[src/rtl/compensation_weight_loader.sv]
// Streams one column of compensation weights from memory into a CPE chain head,
// reading addresses high-to-low so the row-0 weight is shifted in last.
module compensation_weight_loader #(
    parameter int unsigned COLUMN_DEPTH = 8,
    parameter int unsigned ADDR_WIDTH   = 6
) (
    input  logic                  clk,
    input  logic                  rst_n,
    input  logic                  load_start,
    input  logic [ADDR_WIDTH-1:0] load_base_addr,
    input  logic                  load_pause,
    output logic                  mem_rd_en,
    output logic [ADDR_WIDTH-1:0] mem_addr,
    input  logic [3:0]            mem_rd_data,
    output logic [3:0]            Compensation_Weight,
    output logic                  Compensation_Weight_out_valid,
    output logic                  busy,
    output logic                  load_done
);

    localparam int unsigned CntW = $clog2(COLUMN_DEPTH + 1);
    localparam logic [ADDR_WIDTH-1:0] LastOffset = ADDR_WIDTH'(COLUMN_DEPTH - 1);
    localparam logic [CntW-1:0]       LastCnt    = CntW'(COLUMN_DEPTH - 1);

    typedef enum logic [1:0] {StIdle, StRead, StFlush, StDone} state_e;

    state_e                state_q, state_d;
    logic [CntW-1:0]       cnt_q, cnt_d;
    logic [ADDR_WIDTH-1:0] addr_q, addr_d;
    logic                  rd_v1_q;
    logic                  valid_q;
    logic [3:0]            weight_q;
    logic                  issue;

    assign issue = (state_q == StRead) && !load_pause;

    always_ff @(posedge clk or negedge rst_n) begin
        if (!rst_n) begin
            state_q <= StIdle;
            cnt_q   <= '0;
            addr_q  <= '0;
        end else begin
            state_q <= state_d;
            cnt_q   <= cnt_d;
            addr_q  <= addr_d;
        end
    end

    always_comb begin
        state_d = state_q;
        cnt_d   = cnt_q;
        addr_d  = addr_q;
        unique case (state_q)
            StIdle: begin
                if (load_start) begin
                    addr_d  = load_base_addr + LastOffset;
                    cnt_d   = '0;
                    state_d = StRead;
                end
            end
            StRead: begin
                if (issue) begin
                    addr_d = addr_q - ADDR_WIDTH'(1);
                    cnt_d  = cnt_q + CntW'(1);
                    if (cnt_q == LastCnt) begin
                        state_d = StFlush;
                    end
                end
            end
            // Last read has returned once nothing is left in the first pipe stage.
            StFlush: begin
                if (!rd_v1_q) begin
                    state_d = StDone;
                end
            end
            StDone: state_d = StIdle;
            default: state_d = StIdle;
        endcase
    end

    always_comb begin
        mem_rd_en = issue;
        busy      = (state_q == StRead) || (state_q == StFlush);
        load_done = (state_q == StDone);
    end

    // Two-stage beat pipeline: memory latency, then the output register.
    always_ff @(posedge clk or negedge rst_n) begin
        if (!rst_n) begin
            rd_v1_q  <= 1'b0;
            valid_q  <= 1'b0;
            weight_q <= '0;
        end else begin
            rd_v1_q <= issue;
            valid_q <= rd_v1_q;
            if (rd_v1_q) begin
                weight_q <= mem_rd_data;
            end
        end
    end

    assign mem_addr                      = addr_q;
    assign Compensation_Weight           = weight_q;
    assign Compensation_Weight_out_valid = valid_q;

endmodule

[config.mk]
export PLATFORM = sky130hd
export DESIGN_NAME = compensation_weight_loader
export DESIGN_NICKNAME = d
export VERILOG_FILES = /design/src/rtl/compensation_weight_loader.sv
export SDC_FILE = /design/constraint.sdc
export NUM_CORES = 1
export LEC_CHECK = 0
export CAP_MARGIN = 20
export CORE_ASPECT_RATIO = 0.8
export CORE_UTILIZATION = 43
export CTS_CLUSTER_DIAMETER = 100
export DETAILED_ROUTE_END_ITERATION = 6
export PLACE_DENSITY = 0.76
export SLEW_MARGIN = 20
export SYNTH_ARGS = -nofsm -noshare
export SYNTH_HDL_FRONTEND = slang
export SYNTH_SLANG_ARGS = --single-unit
[constraint.sdc]
create_clock -name clk -period 1.66 [get_ports clk]
set_clock_uncertainty 0.1 [all_clocks]
set_input_delay 0.332 -clock clk [delete_from_list [all_inputs] [get_ports clk]]
set_output_delay 0.332 -clock clk [all_outputs]
set_load 0.005 [all_outputs]
==> results of run 1 <==
## cells in the mapped netlist
master / count / area (sq um)
sky130_fd_sc_hd__nor4bb_1: 1 / 10.0
sky130_fd_sc_hd__nor2_1: 5 / 18.8
sky130_fd_sc_hd__mux2_2: 6 / 67.6
sky130_fd_sc_hd__or2_2: 2 / 12.5
sky130_fd_sc_hd__a22oi_1: 1 / 7.51
sky130_fd_sc_hd__a211o_1: 1 / 8.76
sky130_fd_sc_hd__dfrtp_1: 18 / 450
sky130_fd_sc_hd__xor2_1: 3 / 26.3
sky130_fd_sc_hd__a221oi_1: 1 / 8.76
sky130_fd_sc_hd__o22a_1: 1 / 8.76
sky130_fd_sc_hd__nor2b_1: 1 / 6.26
sky130_fd_sc_hd__buf_2: 2 / 10.0
sky130_fd_sc_hd__nand2_1: 6 / 22.5
sky130_fd_sc_hd__or3_4: 1 / 11.3
sky130_fd_sc_hd__o21ai_0: 7 / 35.0
sky130_fd_sc_hd__clkbuf_1: 2 / 7.51
sky130_fd_sc_hd__nor3b_1: 1 / 7.51
sky130_fd_sc_hd__xnor2_1: 1 / 8.76
sky130_fd_sc_hd__a31oi_1: 1 / 6.26
sky130_fd_sc_hd__o32a_1: 1 / 10.0
sky130_fd_sc_hd__nand3_1: 1 / 5.00
sky130_fd_sc_hd__nor3_1: 3 / 15.0
sky130_fd_sc_hd__a21oi_1: 4 / 20.0
sky130_fd_sc_hd__mux2i_1: 1 / 10.0
sky130_fd_sc_hd__or3_1: 3 / 18.8
sky130_fd_sc_hd__o41ai_1: 1 / 8.76
sky130_fd_sc_hd__o21bai_1: 1 / 7.51
sky130_fd_sc_hd__a221o_1: 2 / 20.0
sky130_fd_sc_hd__nand2b_1: 2 / 12.5
sky130_fd_sc_hd__nor4_1: 1 / 6.26
sky130_fd_sc_hd__a21o_1: 2 / 15.0
sky130_fd_sc_hd__o311ai_0: 1 / 8.76
sky130_fd_sc_hd__nand3b_1: 1 / 7.51
sky130_fd_sc_hd__ha_1: 8 / 100
sky130_fd_sc_hd__inv_1: 11 / 41.3
sky130_fd_sc_hd__a22o_1: 2 / 17.5
## per-layer routing
layer / vias to the layer above / wire, um / share of wire (%) / GRT usage, %
li1: 510 / - / - / -
met1: 539 / 1350 / 41 / 28.3
met2: 27 / 1660 / 51 / 48.4
met3: 12 / 112 / 3.4 / 5.90
met4: 0 / 139 / 4.3 / 6.83
met5: - / 0 / 0 / 0
## what timing repair did
| action | 4_1_cts | 5_1_grt |
|---|---|---|
| setup endpoints to repair | 19 | 14 |
| resized for setup | 48 | 15 |
| buffers inserted | 8 | 6 |
| gates cloned | 0 | 0 |
| pin swaps | 12 | 15 |
## area by class of cell
cell class              instances  share of cell area, %
flip-flops and latches         18                   24.5
well taps                      25                   1.70
multi-input cells              73                   38.2
clock buffers                   4                   1.97
repair buffers                 67                   31.2
inverters                      11                   2.38
## worst register-to-register path, delay by kind of cell, from the launching register on
kind | cells | cell delay [ns]
fa+ha+maj | 1 | 0.17
buf+inv | 2 | 0.25
flops | 1 | 0.42
mux | 1 | 0.26
simple gates | 3 | 0.56
## where the power goes
part / internal [W] / leakage, nW / switching (W)
Combinational: 0.00149 / 0.594 / 0.00104
Sequential: 0.000640 / 0.222 / 0.000161
Clock: 0.000134 / 0.0210 / 0.000142
Total: 0.00226 / 0.837 / 0.00134
## state kept, by name (all words and copies together) (netlist names)
register and cells:
mem_addr 6, Compensation_Weight 4, Compensation_Weight_out_valid 1, state_q 2, rd_v1_q 1, cnt_q 4
## metrics by stage
| stage | TNS (ns) | utilization (%) | instances |
|---|---|---|---|
| 2_1_floorplan | -0.103 | - | 106 |
| 3_3_place_gp | -2.43 | 69.6 | 180 |
| 3_5_place_dp | -2.93 | 69.6 | 180 |
| 4_1_cts | -0.385 | 77.7 | 192 |
| 5_1_grt | -1.16 | 82.4 | 198 |
| 6_report | -0.635 | 82.4 | 198 |
## worst max-delay path by stage
stage / end / slack (ns) / depth (start not counted)
after detailed placement: state_q[1] / -0.44 / 5
final: cnt_q[0] / -0.15 / 7
after floorplan: mem_addr[3] / -0.05 / 7
after global placement: state_q[1] / -0.32 / 5
after global routing: cnt_q[0] / -0.17 / 7
after CTS: mem_addr[4] / -0.11 / 6
## cells by family after synthesis
family                   Yosys count  share of synthesized area (%)
XOR/XNOR                           4                           3.31
flip-flops                        18                           42.6
adder cells (fa/ha/maj)            8                           9.46
AND/OR/NAND/NOR                   28                           14.5
buffers and inverters             15                           5.56
multiplexers                       7                           7.33
AO/OA/AOI/OAI                     26                           17.3
==> out/metrics.cfg, run 1 <==
[run_status]
status = complete, but fails checks
failed_checks = negative setup slack

[critical_path]
critical-path-max-stage-delay_ns = 0.42
critical_path.max_fanout = 3
cell_with_the_largest_stage_delay_on_the_worst_path = sky130_fd_sc_hd__dfrtp_1
worst_path_most_repeated_cell = sky130_fd_sc_hd__nor2_2
reg2reg_depth = 7
timing.critical_path.max_delay_family = simple AND/OR/NAND/NOR gates
setup.worst_path.class = reg -> reg
worst_r2r_endpoint = cnt_q[0]
timing.critical_path.buf_inv = 2
critPathLaunchType = flip-flop
worstReg2RegStart = state_q[1]
cp_cell_sequence = inv_2 > ha_4 > mux2i_4 > buf_6 > nor2_2 > or3_4 > nor2_2
crit_arrival_ns = 1.94
worst_setup_path_end_kind = flip-flop
critPathRequiredTime_ns = 1.80
reg2reg_setup_slack_ns = -0.15
cp-startpoint = state_q[1]

[detailed_routing]
avgRoutedWirePerCell_um = 16.5
post_drt_via_cell_ratio = 5.49
route.antenna.remaining_nets = 0
wl_um = 3260
detailroute.via_count = 1088
drt_drc_violations_left = 0
detailedRoute.firstPassIterationCount = 4
drt_iter0_drc = 22

[finish]
area.sequential_sq_um = 452
antenna_cells = 0
final_cell_mix = sky130_fd_sc_hd__buf_4 (34), sky130_fd_sc_hd__clkdlybuf4s50_1 (19), sky130_fd_sc_hd__dfrtp_1 (17)
fin_area_sq_mm = 0.00184
drive_gt1_share_pct = 50.3
nets = 196
fill_cells = 126
mostFrequentLayoutCell = sky130_fd_sc_hd__buf_4
area.growth.synth_to_final_pct = 73.9
multi_input_area_sq_um = 703

[clocking]
clockBufferDepth = 2
clock_tree.root_cell = sky130_fd_sc_hd__clkbuf_4
cts_buffers = 3
htree_levels = 1
clock_sink_count = 18
path_clk_slew_ns = 0.10
tritoncts = done
clk-insertion-delay-late_ns = 0.30
hold_buffers = 0

[global_routing]
grt_overflow = 0
grt_antenna_before_repair = 0
grt_max_degree = 19
grt_pass1_wl_um = 4820
grt.total_usage_pct = 25.1
via_count_of_the_first_global_routing_pass = 1007

[place]
gpl.final_weighted_congestion = 0.779
detailedPlace.worstSlack_ns = -0.435
dpl.hpwl_um = 2040
placement.io_buffers = 27
dpl_cell_area_sq_mm = 0.00155

[floorplan]
placeableCoreArea_sq_mm = 0.00223
dieArea_sq_mm = 0.00267
placementRows = 15
die_height_um = 46.4
start_util_pct = 47.4
ioPinCount = 28
chipWidth_um = 57.5

[timing]
worstMarginPinSlew_ns = 0.311
setup_viol_count_final = 11
fin_hold_ws_ns = 0.257
timing_max_transition_violations_final = 0
timing.fmax_ghz = 0.553
period_needed_ns = 1.81
fin_ws_ns = -0.148
worst_slew_margin_rel_pct = 79.1
layout_worst_path_cycle_share_pct = 109
finalHoldViolations = 0
grt_setup_unrepaired = true

[run]
max_cap_violations = 0

[hold_path]
worst_hold_path_type = in -> async

[synth]
ys_warn_count = 0
gate_count_post_synth = 106
yosysSeqAreaShare_pct = 42.6
yosys_register_bits = 18
syn_nets = 128
synth_cell_types = 36
syn_area_per_cell_sq_um = 9.99
cell_area_after_synthesis_sq_mm = 0.00106

[power]
power-per-cell-area_mw_per_mm2 = 1960
ir_worst_vdd_uv = 1190
p_total_w = 0.00360
p_leak_nw = 0.837

(Power assumes the default switching activity.)
==> run 2: changes to the inputs <==
--- a/config.mk
+++ b/config.mk
@@ -10,7 +10,9 @@
 export CORE_UTILIZATION = 43
 export CTS_CLUSTER_DIAMETER = 100
 export DETAILED_ROUTE_END_ITERATION = 6
+export HOLD_SLACK_MARGIN = 0.03
 export PLACE_DENSITY = 0.76
+export SETUP_SLACK_MARGIN = 0.5
 export SLEW_MARGIN = 20
 export SYNTH_ARGS = -nofsm -noshare
 export SYNTH_HDL_FRONTEND = slang
==> run 2 against run 1 <==
Compared with the run above: the run still ends with negative setup slack left; largest cell class unchanged; cell area fell by 0.14%; highest routed layer unchanged; critical path depth stayed put; clock power increased by 4%; die area did not move; combinational power is 2% higher; non-clock buffer count is 2 higher.
==> out/metrics.cfg, run 2 (synthesis gave the netlist of run 1 again) <==
[floorplan]
dieArea_sq_mm = 0.00267
placeableCoreArea_sq_mm = 0.00223
start_util_pct = 47.4
chipWidth_um = 57.5
ioPinCount = 28
die_height_um = 46.4
placementRows = 15

[critical_path]
setup.worst_path.class = reg -> reg
reg2reg_setup_slack_ns = -0.15
crit_arrival_ns = 1.98
reg2reg_depth = 7
critPathLaunchType = flip-flop
worst_r2r_endpoint = mem_addr[4]
worstReg2RegStart = state_q[1]
worst_setup_path_end_kind = flip-flop
critical_path.max_fanout = 8
critPathRequiredTime_ns = 1.82

[place]
gpl.final_weighted_congestion = 0.795
dp.cells = 180
dpl.hpwl_um = 2080
placement.io_buffers = 27
dpl_cell_area_sq_mm = 0.00156

[clocking]
tritoncts = done
clockBufferDepth = 2
clk-insertion-delay-late_ns = 0.31
clock_sink_count = 18
htree_levels = 1
cts_buffers = 3
path_clk_slew_ns = 0.11
hold_buffers = 0
clock_tree.root_cell = sky130_fd_sc_hd__clkbuf_4

[finish]
max_reg_flops = 6
fill_cells = 131
fin_area_sq_mm = 0.00184
instances_no_fill = 200
area.growth.synth_to_final_pct = 73.6
drive_gt1_share_pct = 52.0
antenna_cells = 0
nets = 198
final_cell_mix = sky130_fd_sc_hd__buf_4 (30), sky130_fd_sc_hd__dfrtp_1 (18), sky130_fd_sc_hd__buf_6 (16)
mostFrequentLayoutCell = sky130_fd_sc_hd__buf_4

[timing]
setup_viol_count_final = 13
finalHoldViolations = 0
timing_max_transition_violations_final = 0
fin_ws_ns = -0.155
period_needed_ns = 1.81
grt_setup_unrepaired = true
worst_slew_margin_rel_pct = 74.8
layout_worst_path_cycle_share_pct = 109
worstMarginPinSlew_ns = 0.374
timing.fmax_ghz = 0.551

[run_status]
failed_checks = negative setup slack
status = complete, but fails checks

[global_routing]
grt.total_usage_pct = 24.2
via_count_of_the_first_global_routing_pass = 1014
grt_antenna_before_repair = 0
grt_pass1_wl_um = 4590
grt_overflow = 0
grt_max_degree = 19

[run]
max_cap_violations = 0

[detailed_routing]
wl_um = 3340
detailedRoute.firstPassIterationCount = 4
drt_drc_violations_left = 0
route.antenna.remaining_nets = 0
avgRoutedWirePerCell_um = 16.7
drt_iter0_drc = 20
detailroute.via_count = 1100
post_drt_via_cell_ratio = 5.50

[power]
ir_worst_vdd_uv = 1600
p_leak_nw = 0.855
power-per-cell-area_mw_per_mm2 = 2000

[hold_path]
worst_hold_path_type = in -> async

run 2: timing repair:
item,4_1_cts,5_1_grt
pin swaps,10,9
resized for setup,83,14
endpoints found under the setup margin,26,26
setup buffers,8,8
run 2: final cells by class:
class | instances | area [sq um] | area share [%]
multi-input cells | 73 | 689 | 37.5
repair buffers | 69 | 589 | 32.1
flip-flops and latches | 18 | 450 | 24.5
well taps | 25 | 31.3 | 1.70
inverters | 11 | 41.3 | 2.25
clock buffers | 4 | 36.3 | 1.97
run 2: how the worst max path moves through the flow:
stage	slack, ns	endpoint	startpoint
floorplan	-0.05	mem_addr[3]	state_q[1]
global placement	-0.29	state_q[1]	load_pause
detailed placement	-0.39	state_q[1]	load_pause
CTS	-0.12	mem_addr[4]	state_q[1]
global route	-0.21	mem_addr[4]	mem_addr[0]
finish	-0.15	mem_addr[4]	state_q[1]
run 2: critical path: stages, from the launching register on:
cell,delay (ns)
sky130_fd_sc_hd__dfrtp_1,0.43
sky130_fd_sc_hd__inv_2,0.12
sky130_fd_sc_hd__ha_4,0.17
sky130_fd_sc_hd__buf_6,0.12
sky130_fd_sc_hd__mux2i_4,0.07
sky130_fd_sc_hd__a21o_4,0.23
sky130_fd_sc_hd__nor4_1,0.35
sky130_fd_sc_hd__a221o_1,0.16
run 2: per-stage QoR:
step	hold WS (ns)	worst slack, ns	power [W]	utilization [%]	setup TNS [ns]
floorplan	-0.0636	-0.0455	0.00167	-	-0.107
global placement	0.389	-0.286	0.00252	69.7	-2.47
detailed placement	0.403	-0.385	0.00261	69.7	-3.54
CTS	0.252	-0.117	0.00328	77.5	-0.901
global route	0.248	-0.206	0.00388	82.3	-1.62
finish	0.240	-0.155	0.00368	82.3	-1.07
run 2: per-layer routing:
metal  up-vias  GRT usage (%)  wire [um]
met5         -              0          0
met4         0           13.7        116
met3        15           6.46        130
met2        26           41.4       1760
met1       544           28.1       1330
li1        515              -          -
run 2: power by group:
| part | switching, W | internal [W] |
|---|---|---|
| sequential | 0.000189 | 0.000638 |
| combinational | 0.00102 | 0.00155 |
| clock | 0.000153 | 0.000134 |
